[src/rtl/chan_cfg_sequencer_pkg.sv]
// rtl/chan_cfg_sequencer_pkg.sv - shared widths, limits, FSM states and error codes
package chan_cfg_sequencer_pkg;
   localparam int NUM_CH       = 4;
   localparam int CHW          = 2;
   localparam int FFT_MIN_LOG2 = 6;
   localparam int FFT_MAX_LOG2 = 14;
   localparam int MODE_MAX     = 3;
   localparam int TIMEOUT_CYC  = 16000;

   localparam int GEN_W  = 8;
   localparam int THR_W  = 32;
   localparam int MODE_W = 8;
   localparam int FFT_W  = 8;
   localparam int FREQ_W = 32;
   localparam int CNT_W  = 16;
   localparam int WAIT_W = $clog2(TIMEOUT_CYC);

   localparam logic [MODE_W-1:0] MODE_MAX_V = MODE_W'(MODE_MAX);
   localparam logic [FFT_W-1:0]  FFT_MIN_V  = FFT_W'(FFT_MIN_LOG2);
   localparam logic [FFT_W-1:0]  FFT_MAX_V  = FFT_W'(FFT_MAX_LOG2);
   localparam logic [GEN_W-1:0]  NUM_CH_V   = GEN_W'(NUM_CH);
   localparam logic [CHW-1:0]    LAST_CH    = CHW'(NUM_CH - 1);
   localparam logic [WAIT_W-1:0] WAIT_LAST  = WAIT_W'(TIMEOUT_CYC - 1);

   typedef enum logic [1:0] {
      ST_IDLE  = 2'd0,
      ST_CHECK = 2'd1,
      ST_ISSUE = 2'd2,
      ST_DONE  = 2'd3
   } state_t;

   typedef enum logic [1:0] {
      ERR_NONE    = 2'd0,
      ERR_NUM_CH  = 2'd1,
      ERR_FIELD   = 2'd2,
      ERR_TIMEOUT = 2'd3
   } err_t;
endpackage

[src/rtl/chan_cfg_sequencer_cfg_field_check.sv]
// rtl/chan_cfg_sequencer_cfg_field_check.sv - range check of one channel's mode and fft_size
module cfg_field_check
   import chan_cfg_sequencer_pkg::*;
(
   input  logic [MODE_W-1:0] mode,
   input  logic [FFT_W-1:0]  fft_size,
   input  logic              enabled,
   output logic              ok
);
   // Disabled channels are sent with mode forced to 0, so their captured fields never matter.
   assign ok = !enabled ||
               ((mode <= MODE_MAX_V) && (fft_size >= FFT_MIN_V) && (fft_size <= FFT_MAX_V));
endmodule

[src/rtl/chan_cfg_sequencer.sv]
// rtl/chan_cfg_sequencer.sv - snapshots a config packet, validates it, issues one word per channel
module chan_cfg_sequencer
   import chan_cfg_sequencer_pkg::*;
(
   input  logic                     clk,
   input  logic                     rst,
   input  logic                     pkt_valid,
   input  logic [GEN_W-1:0]         gen_num_ch,
   input  logic [NUM_CH*THR_W-1:0]  in_threshold,
   input  logic [NUM_CH*MODE_W-1:0] in_mode,
   input  logic [NUM_CH*FFT_W-1:0]  in_fft_size,
   input  logic [NUM_CH*FREQ_W-1:0] in_freq,
   output logic                     cfg_valid,
   input  logic                     cfg_ready,
   output logic [CHW-1:0]           cfg_ch,
   output logic [THR_W-1:0]         cfg_threshold,
   output logic [MODE_W-1:0]        cfg_mode,
   output logic [FFT_W-1:0]         cfg_fft_size,
   output logic [FREQ_W-1:0]        cfg_freq,
   output logic                     busy,
   output logic                     done,
   output logic [1:0]               err_code,
   output logic [CNT_W-1:0]         commit_cnt,
   output logic [CNT_W-1:0]         drop_cnt
);
   state_t             state;
   logic [GEN_W-1:0]   snap_num_ch;
   logic [THR_W-1:0]   snap_thr  [NUM_CH];
   logic [MODE_W-1:0]  snap_mode [NUM_CH];
   logic [FFT_W-1:0]   snap_fft  [NUM_CH];
   logic [FREQ_W-1:0]  snap_freq [NUM_CH];
   logic [WAIT_W-1:0]  wait_cnt;
   logic [NUM_CH-1:0]  field_ok;
   logic               num_ok;
   logic [CHW-1:0]     next_ch;
   logic [MODE_W-1:0]  next_mode;

   for (genvar k = 0; k < NUM_CH; k++) begin : g_chk
      cfg_field_check u_chk (
         .mode     (snap_mode[k]),
         .fft_size (snap_fft[k]),
         .enabled  (GEN_W'(k) < snap_num_ch),
         .ok       (field_ok[k])
      );
   end

   assign num_ok = (snap_num_ch != '0) && (snap_num_ch <= NUM_CH_V);
   assign busy   = (state != ST_IDLE);

   // Channel whose word is loaded onto the bus at the next edge: 0 when leaving CHECK, else ch+1.
   always_comb begin
      next_ch   = (state == ST_CHECK) ? '0 : cfg_ch + CHW'(1);
      next_mode = ({{(GEN_W-CHW){1'b0}}, next_ch} < snap_num_ch) ? snap_mode[next_ch] : '0;
   end

   always_ff @(posedge clk) begin
      if (rst) begin
         state         <= ST_IDLE;
         snap_num_ch   <= '0;
         for (int k = 0; k < NUM_CH; k++) begin
            snap_thr[k]  <= '0;
            snap_mode[k] <= '0;
            snap_fft[k]  <= '0;
            snap_freq[k] <= '0;
         end
         wait_cnt      <= '0;
         cfg_valid     <= 1'b0;
         cfg_ch        <= '0;
         cfg_threshold <= '0;
         cfg_mode      <= '0;
         cfg_fft_size  <= '0;
         cfg_freq      <= '0;
         done          <= 1'b0;
         err_code      <= ERR_NONE;
         commit_cnt    <= '0;
         drop_cnt      <= '0;
      end else begin
         done <= 1'b0;
         if (pkt_valid && state != ST_IDLE) drop_cnt <= drop_cnt + CNT_W'(1);
         case (state)
            ST_IDLE: begin
               if (pkt_valid) begin
                  snap_num_ch <= gen_num_ch;
                  for (int k = 0; k < NUM_CH; k++) begin
                     snap_thr[k]  <= in_threshold[THR_W*k +: THR_W];
                     snap_mode[k] <= in_mode[MODE_W*k +: MODE_W];
                     snap_fft[k]  <= in_fft_size[FFT_W*k +: FFT_W];
                     snap_freq[k] <= in_freq[FREQ_W*k +: FREQ_W];
                  end
                  state <= ST_CHECK;
               end
            end
            ST_CHECK: begin
               if (!num_ok) begin
                  err_code <= ERR_NUM_CH;
                  state    <= ST_IDLE;
               end else if (!(&field_ok)) begin
                  err_code <= ERR_FIELD;
                  state    <= ST_IDLE;
               end else begin
                  err_code      <= ERR_NONE;
                  cfg_valid     <= 1'b1;
                  cfg_ch        <= next_ch;
                  cfg_threshold <= snap_thr[next_ch];
                  cfg_mode      <= next_mode;
                  cfg_fft_size  <= snap_fft[next_ch];
                  cfg_freq      <= snap_freq[next_ch];
                  wait_cnt      <= '0;
                  state         <= ST_ISSUE;
               end
            end
            ST_ISSUE: begin
               if (cfg_ready) begin
                  wait_cnt <= '0;
                  if (cfg_ch == LAST_CH) begin
                     cfg_valid  <= 1'b0;
                     done       <= 1'b1;
                     commit_cnt <= commit_cnt + CNT_W'(1);
                     state      <= ST_DONE;
                  end else begin
                     cfg_ch        <= next_ch;
                     cfg_threshold <= snap_thr[next_ch];
                     cfg_mode      <= next_mode;
                     cfg_fft_size  <= snap_fft[next_ch];
                     cfg_freq      <= snap_freq[next_ch];
                  end
               end else if (wait_cnt == WAIT_LAST) begin
                  // Words already accepted stay applied downstream; only the rest is abandoned.
                  cfg_valid <= 1'b0;
                  err_code  <= ERR_TIMEOUT;
                  state     <= ST_IDLE;
               end else begin
                  wait_cnt <= wait_cnt + WAIT_W'(1);
               end
            end
            ST_DONE: state <= ST_IDLE;
            default: state <= ST_IDLE;
         endcase
      end
   end
endmodule

[config.mk]
export PLATFORM = sky130hd
export DESIGN_NAME = chan_cfg_sequencer
export DESIGN_NICKNAME = d
export VERILOG_FILES = /design/src/rtl/chan_cfg_sequencer_pkg.sv /design/src/rtl/chan_cfg_sequencer_cfg_field_check.sv /design/src/rtl/chan_cfg_sequencer.sv
export SDC_FILE = /design/constraint.sdc
export NUM_CORES = 1
export LEC_CHECK = 0
export ABC_AREA = 1
export CAP_MARGIN = 20
export CORE_UTILIZATION = 45
export DETAILED_ROUTE_END_ITERATION = 8
export DONT_BUFFER_PORTS = 1
export GPL_ROUTABILITY_DRIVEN = 0
export MAX_ROUTING_LAYER = met4
export PLACE_DENSITY = 0.7
export SYNTH_ARGS = -nofsm -noshare
export SYNTH_HDL_FRONTEND = slang
export SYNTH_SLANG_ARGS = --single-unit
[constraint.sdc]
create_clock -name clk -period 11.8 [get_ports clk]
set_input_delay 1.77 -clock clk [delete_from_list [all_inputs] [get_ports clk]]
set_output_delay 1.77 -clock clk [all_outputs]
set_load 0.05 [all_outputs]
==> results.yml, run 1 <==
run_status:
  status: "finished, final reports clean"
synth:
  synth-xor-area-share: 0.00124
  synth-compound-area-share: 0.0857
  syn_area_per_cell_sq_um: 8.51
  yosysSeqAreaShare: 0.588
  syn_inst: 2487
  synth-seq-cells: 462
  synth_fp_nets: 2828
  synthMuxAreaShare: 0
  syn-cell-area_sq_um: 21200
  synth_top_family_by_area: "simple AND/OR/NAND/NOR gates"
  synthSimpleGateAreaFrac: 0.207
  synthAdderAreaFrac: 0.00532
  netlist-cell-type-count: 40
  synth_warnings: 0
routing:
  drc: 0
  drt-pass1-iter-count: 5
  detail_route.wl_per_cell_microns: 18.3
  vias: 15900
  wl_mm: 56.6
  drt_iter0_markers: 1167
  via_per_inst: 5.17
  ant_nets: 0
placed_design:
  hpwl_mm: 36.4
  port_buffers: 0
clocking:
  cts_resized: 0
  clkSlewWorstSetupHoldPaths_ns: 0.06
  cts_tree: "built"
  post_cts_buffers: 0
  htreeDepth: 2
  cts-root-buf: "clkbuf_16"
  clock_path_buffers: 3
  worst_skew_pair.late_latency_ns: 0.61
  cts_sinks: 462
  hold_buffers: 0
  cts_inserted_buffers: 50
die:
  core_sq_um: 46500
  ios: 451
  rows: 79
  fp.dieW_microns: 219
  die_h_microns: 219
  start_util: 0.456
  die_area_sq_um: 47900
power_and_ir_drop:
  peakVddDrop_mv: 0.123
  p_comb_frac: 0.146
  p_switching_w: 0.00134
  p_int_w: 0.00295
  p_leak_nw: 10.5
  clkPwrFrac: 0.356
  p_sw_frac: 0.312
  p_per_area_nw_per_um2: 185
  pwr-share-seq: 0.497
setup_path:
  cp_slowest_cell: "buf_4"
  critPathMaxFanout: 77
  cp-start-kind: "input port"
  arrival_ns: 4.78
  path_class: "input port to register"
  critical-path-max-stage-delay_ns: 0.87
  path_cells: "inv_1, o21ai_0, nand4_1, buf_4, buf_4, nand2_1, nand2_1, nor2_1"
  end_kind: "register"
  cp_data_required_time_ns: 12.28
final_layout:
  final_cell_mix: "nor2_1, inv_1, edfxtp_1"
  drive_gt1_frac: 0.0684
  fin_nets: 2771
  finish.utilization: 0.499
  area_growth_pct: 9.48
  mostFrequentLayoutCell: "nor2_1"
timing:
  setup_tns_ns: 0
  rsz0062_at_grt: "no"
  hold_viol: 0
  finClkSkew_ns: 0.0234
  setup_viol: 0
  worstMarginPinSlew_ns: 1.13
  max_freq_ghz: 0.232
  maxSlewHeadroom: 0.249
  period_needed_ns: 4.30
  maxSlewViolCount: 0
  period_share: 0.365
global_routing:
  grt.total_usage: 0.238
  grt_max_degree: 162
  grt-ovfl-total: 0
  grt_pass1_vias: 15400
  grt_pass1_wl_mm: 84.9
  antenna_found_initial: 6
hold_path:
  hold_path.class: "register to register"
job:
  cap_violations: 0
logic make-up (layout without fill, tap and decap cells):
logic type,Yosys count,count (layout)
and+or+nand+nor,1077,1077
buffers and inverters,605,590
DFF,462,462
AOI/OAI and AO/OA,331,331
adders and majority gates,9,9
xor gates and xnor gates,3,3
other,0,6
sequential cells by signal, indices dropped and copies added (netlist names), 14 cells and up:
name and count:
cfg_freq 32, cfg_threshold 32, commit_cnt 16, drop_cnt 16, snap_fft 32, snap_freq 128
snap_mode 32, snap_thr 128, wait_cnt 14
stage by stage:
stage	total power (W)	setup WS, ns	cells	hold WS (ns)	instance area (sq um)
CTS	0.00432	7.56	3078	0.460	23100
detailed placement	0.00279	6.93	2984	0.452	21500
finish	0.00428	7.50	3085	0.467	23200
global placement	0.00277	7.06	2984	0.448	21500
global route	0.00447	7.25	3085	0.496	23200
floorplan	0.00262	1.89	2487	0.441	21200
cell usage after synthesis, drive strengths merged:
cell | number | area, sq um
a211oi | 1 | 7.51
a21oi | 60 | 300
a22oi | 7 | 52.6
a31oi | 2 | 12.5
and2 | 4 | 25.0
buf | 47 | 279
clkbuf | 78 | 293
clkinv | 1 | 3.75
dfxtp | 142 | 2840
edfxtp | 320 | 9610
ha | 9 | 113
inv | 479 | 1800
nand2 | 291 | 1090
nand3 | 31 | 155
nand3b | 1 | 7.51
nand4 | 23 | 144
nor2 | 709 | 2840
nor3 | 12 | 76.3
nor3b | 1 | 7.51
nor4 | 3 | 18.8
o21a | 4 | 30.0
o21ai | 168 | 845
o21bai | 3 | 22.5
o221a | 1 | 11.3
o22ai | 84 | 526
o31ai | 1 | 7.51
or2 | 2 | 12.5
xnor2 | 3 | 26.3
area by class of cell:
| cell class | instances | area (sq um) |
|---|---|---|
| Tap cell | 607 | 759 |
| Inverter | 480 | 1810 |
| Antenna cell | 6 | 15.0 |
| Sequential cell | 462 | 12500 |
| Fill cell | 4279 | 23300 |
| Clock inverter | 21 | 181 |
| Multi-Input combinational cell | 1420 | 6370 |
| Timing Repair Buffer | 16 | 153 |
| Clock buffer | 73 | 1430 |
worst paths after layout:
check,start,to,slack (ns),cells past startpoint
max,cfg_ready,cfg_threshold[17],7.50,8
min,snap_num_ch[6],snap_num_ch[6],0.47,2
max reg2reg,snap_mode[1][5],cfg_threshold[25],7.65,13
min reg2reg,snap_num_ch[6],snap_num_ch[6],0.47,2
power groups by stage:
stage                     Clock (W)  Combinational, W  Sequential [W]
final                       0.00153          0.000626         0.00213
after CTS                   0.00156          0.000627         0.00213
after global placement            0          0.000609         0.00216
after global routing        0.00162          0.000706         0.00214
after floorplan                   0          0.000468         0.00215
after detailed placement          0          0.000623         0.00216
routing by layer:
| layer | share of wire | vias up | GRT usage | routed length (microns) |
|---|---|---|---|---|
| met5 | 0 | - | - | 0 |
| met4 | 0.038 | 0 | 0.102 | 2140 |
| met3 | 0.094 | 109 | 0.0705 | 5340 |
| met2 | 0.47 | 638 | 0.374 | 26400 |
| met1 | 0.40 | 7498 | 0.286 | 22700 |
| li1 | - | 7695 | - | - |
worst max-delay path, delay by kind of cell:
family,cells,cell delay (ns)
and+or+nand+nor,4,0.78
buffers and inverters,3,1.88
AOI/OAI and AO/OA,1,0.15
Power figures use the tool's default switching activity.
==> run 2, diff against run 1 <==
clock period = 4.05 ns   (was 11.8 ns; I/O delays follow)
==> results.yml, run 2 (synthesis gave the netlist of run 1 again) <==
global_routing:
  antenna_found_initial: 15
  grt.total_usage: 0.238
  grt-ovfl-total: 0
  grt_max_degree: 180
  grt_pass1_vias: 15400
  grt_pass1_wl_mm: 84.7
clocking:
  hold_buffers: 0
  post_cts_buffers: 0
  cts_tree: "built"
  htreeDepth: 2
  cts_inserted_buffers: 51
  clkSlewWorstSetupHoldPaths_ns: 0.06
  cts_sinks: 462
  clock_path_buffers: 3
  cts_resized: 0
  worst_skew_pair.late_latency_ns: 0.61
  cts-root-buf: "clkbuf_16"
setup_path:
  timing.rr.end: "wait_cnt[6]"
  cpMostUsedCell: "nand2_1"
  r2r_slack_ns: 1.27
  arrival_ns: 3.31
  cp-start-kind: "register"
  cp_slowest_cell: "nand3_1"
  path_cells: "nor2_1, nand2_1, nor2_4, o21ai_1, nand2_1, nand2_1, o21ai_2, nand3_1, o21ai_0, inv_1, nor2_1"
  critical-path-max-stage-delay_ns: 0.62
  end_kind: "register"
  regToRegStartpoint: "snap_num_ch[7]"
  path_class: "register to register"
  reg2reg_depth: 11
  critPathLaunch: "snap_num_ch[7]"
  cp_data_required_time_ns: 4.58
  critPathMaxFanout: 18
timing:
  setup_tns_ns: 0
  max_freq_ghz: 0.359
  rsz0062_at_grt: "no"
  period_needed_ns: 2.78
  maxSlewViolCount: 0
  maxSlewHeadroom: 0.274
  setup_viol: 0
  hold_ws_ns: 0.0821
  period_share: 0.687
  finClkSkew_ns: 0.0147
  hold_viol: 0
  worstMarginPinSlew_ns: 1.09
routing:
  drt_iter0_markers: 1161
  drt-pass1-iter-count: 7
  drc: 0
  detail_route.wl_per_cell_microns: 18.1
  ant_nets: 0
  via_per_inst: 5.10
  vias: 15800
  wl_mm: 56.0
die:
  fp.dieW_microns: 219
  ios: 451
  rows: 79
  core_sq_um: 46500
  start_util: 0.456
  die_h_microns: 219
  die_area_sq_um: 47900
hold_path:
  min_from: "rst"
  worstHoldEndpoint: "drop_cnt[6]"
  min_path_cells: 1
  hold_path.class: "input port to register"
placed_design:
  placed_cell_area_sq_um: 21600
  dp_cells: 2987
  port_buffers: 0
  hpwl_mm: 36.7
final_layout:
  fin_nets: 2774
  mostFrequentLayoutCell: "nor2_1"
  finish.utilization: 0.503
  final_cell_mix: "nor2_1, inv_1, edfxtp_1"
  drive_gt1_frac: 0.0719
  largestRegisters: "snap_freq (128), snap_thr (128)"
  finalInstanceArea_sq_um: 23400
  finalNonFillerCells: 3099
  area_growth_pct: 10.4
run_status:
  status: "finished, final reports clean"
power_and_ir_drop:
  peakVddDrop_mv: 0.391
  p_leak_nw: 10.6
  p_per_area_nw_per_um2: 540
job:
  cap_violations: 0
## run 2: cell count changes in the layout (fill, tap and decap cells not counted), sizes merged
cell	change
buf	+2
bufinv	+2
clkbuf	-1
clkinv	+1
clkinvlp	-3
diode	+10
inv	+3
## run 2: routing by layer
metal / wire, microns / vias to the layer above / global-route usage
li1: - / 7716 / -
met2: 26500 / 640 / 0.382
met1: 22100 / 7338 / 0.274
met3: 5330 / 116 / 0.0728
met4: 2020 / 0 / 0.104
met5: 0 / - / -
## run 2: critical path: cells and delay by family (launching register included)
family	cells	cell delay (ns)
AO/OA/AOI/OAI	3	0.93
buffers and inverters	1	0.06
flip-flops	1	0.31
AND/OR/NAND/NOR	7	1.41
## run 2: worst max-delay path by stage
stage,end,cells after the start
floorplan,snap_fft[0][0],4
global placement,wait_cnt[6],11
detailed placement,cfg_threshold[10],12
CTS,wait_cnt[6],11
global route,wait_cnt[10],10
finish,wait_cnt[6],11
## run 2: final cells by class
cell class	instances	area, sq um
antenna	16	40.0
clock buffer	72	1440
tap	607	759
fill	4253	23100
sequential	462	12500
multi-input combinational	1420	6380
timing repair buffer	18	235
clock inverter	24	246
inverter	480	1810
## run 2: through the flow
step / power (W) / setup slack (ns)
2_1_floorplan: 0.00756 / 0.296
3_3_place_gp: 0.00805 / 1.35
3_5_place_dp: 0.00809 / 1.36
4_1_cts: 0.0127 / 1.34
5_1_grt: 0.0132 / 1.04
6_report: 0.0126 / 1.27
## run 2: where the power goes
group	internal (W)	switching [W]	leakage (nW)
Combinational	0.000533	0.00128	5.16
Sequential	0.00552	0.000656	4.62
Clock	0.00268	0.00194	0.824
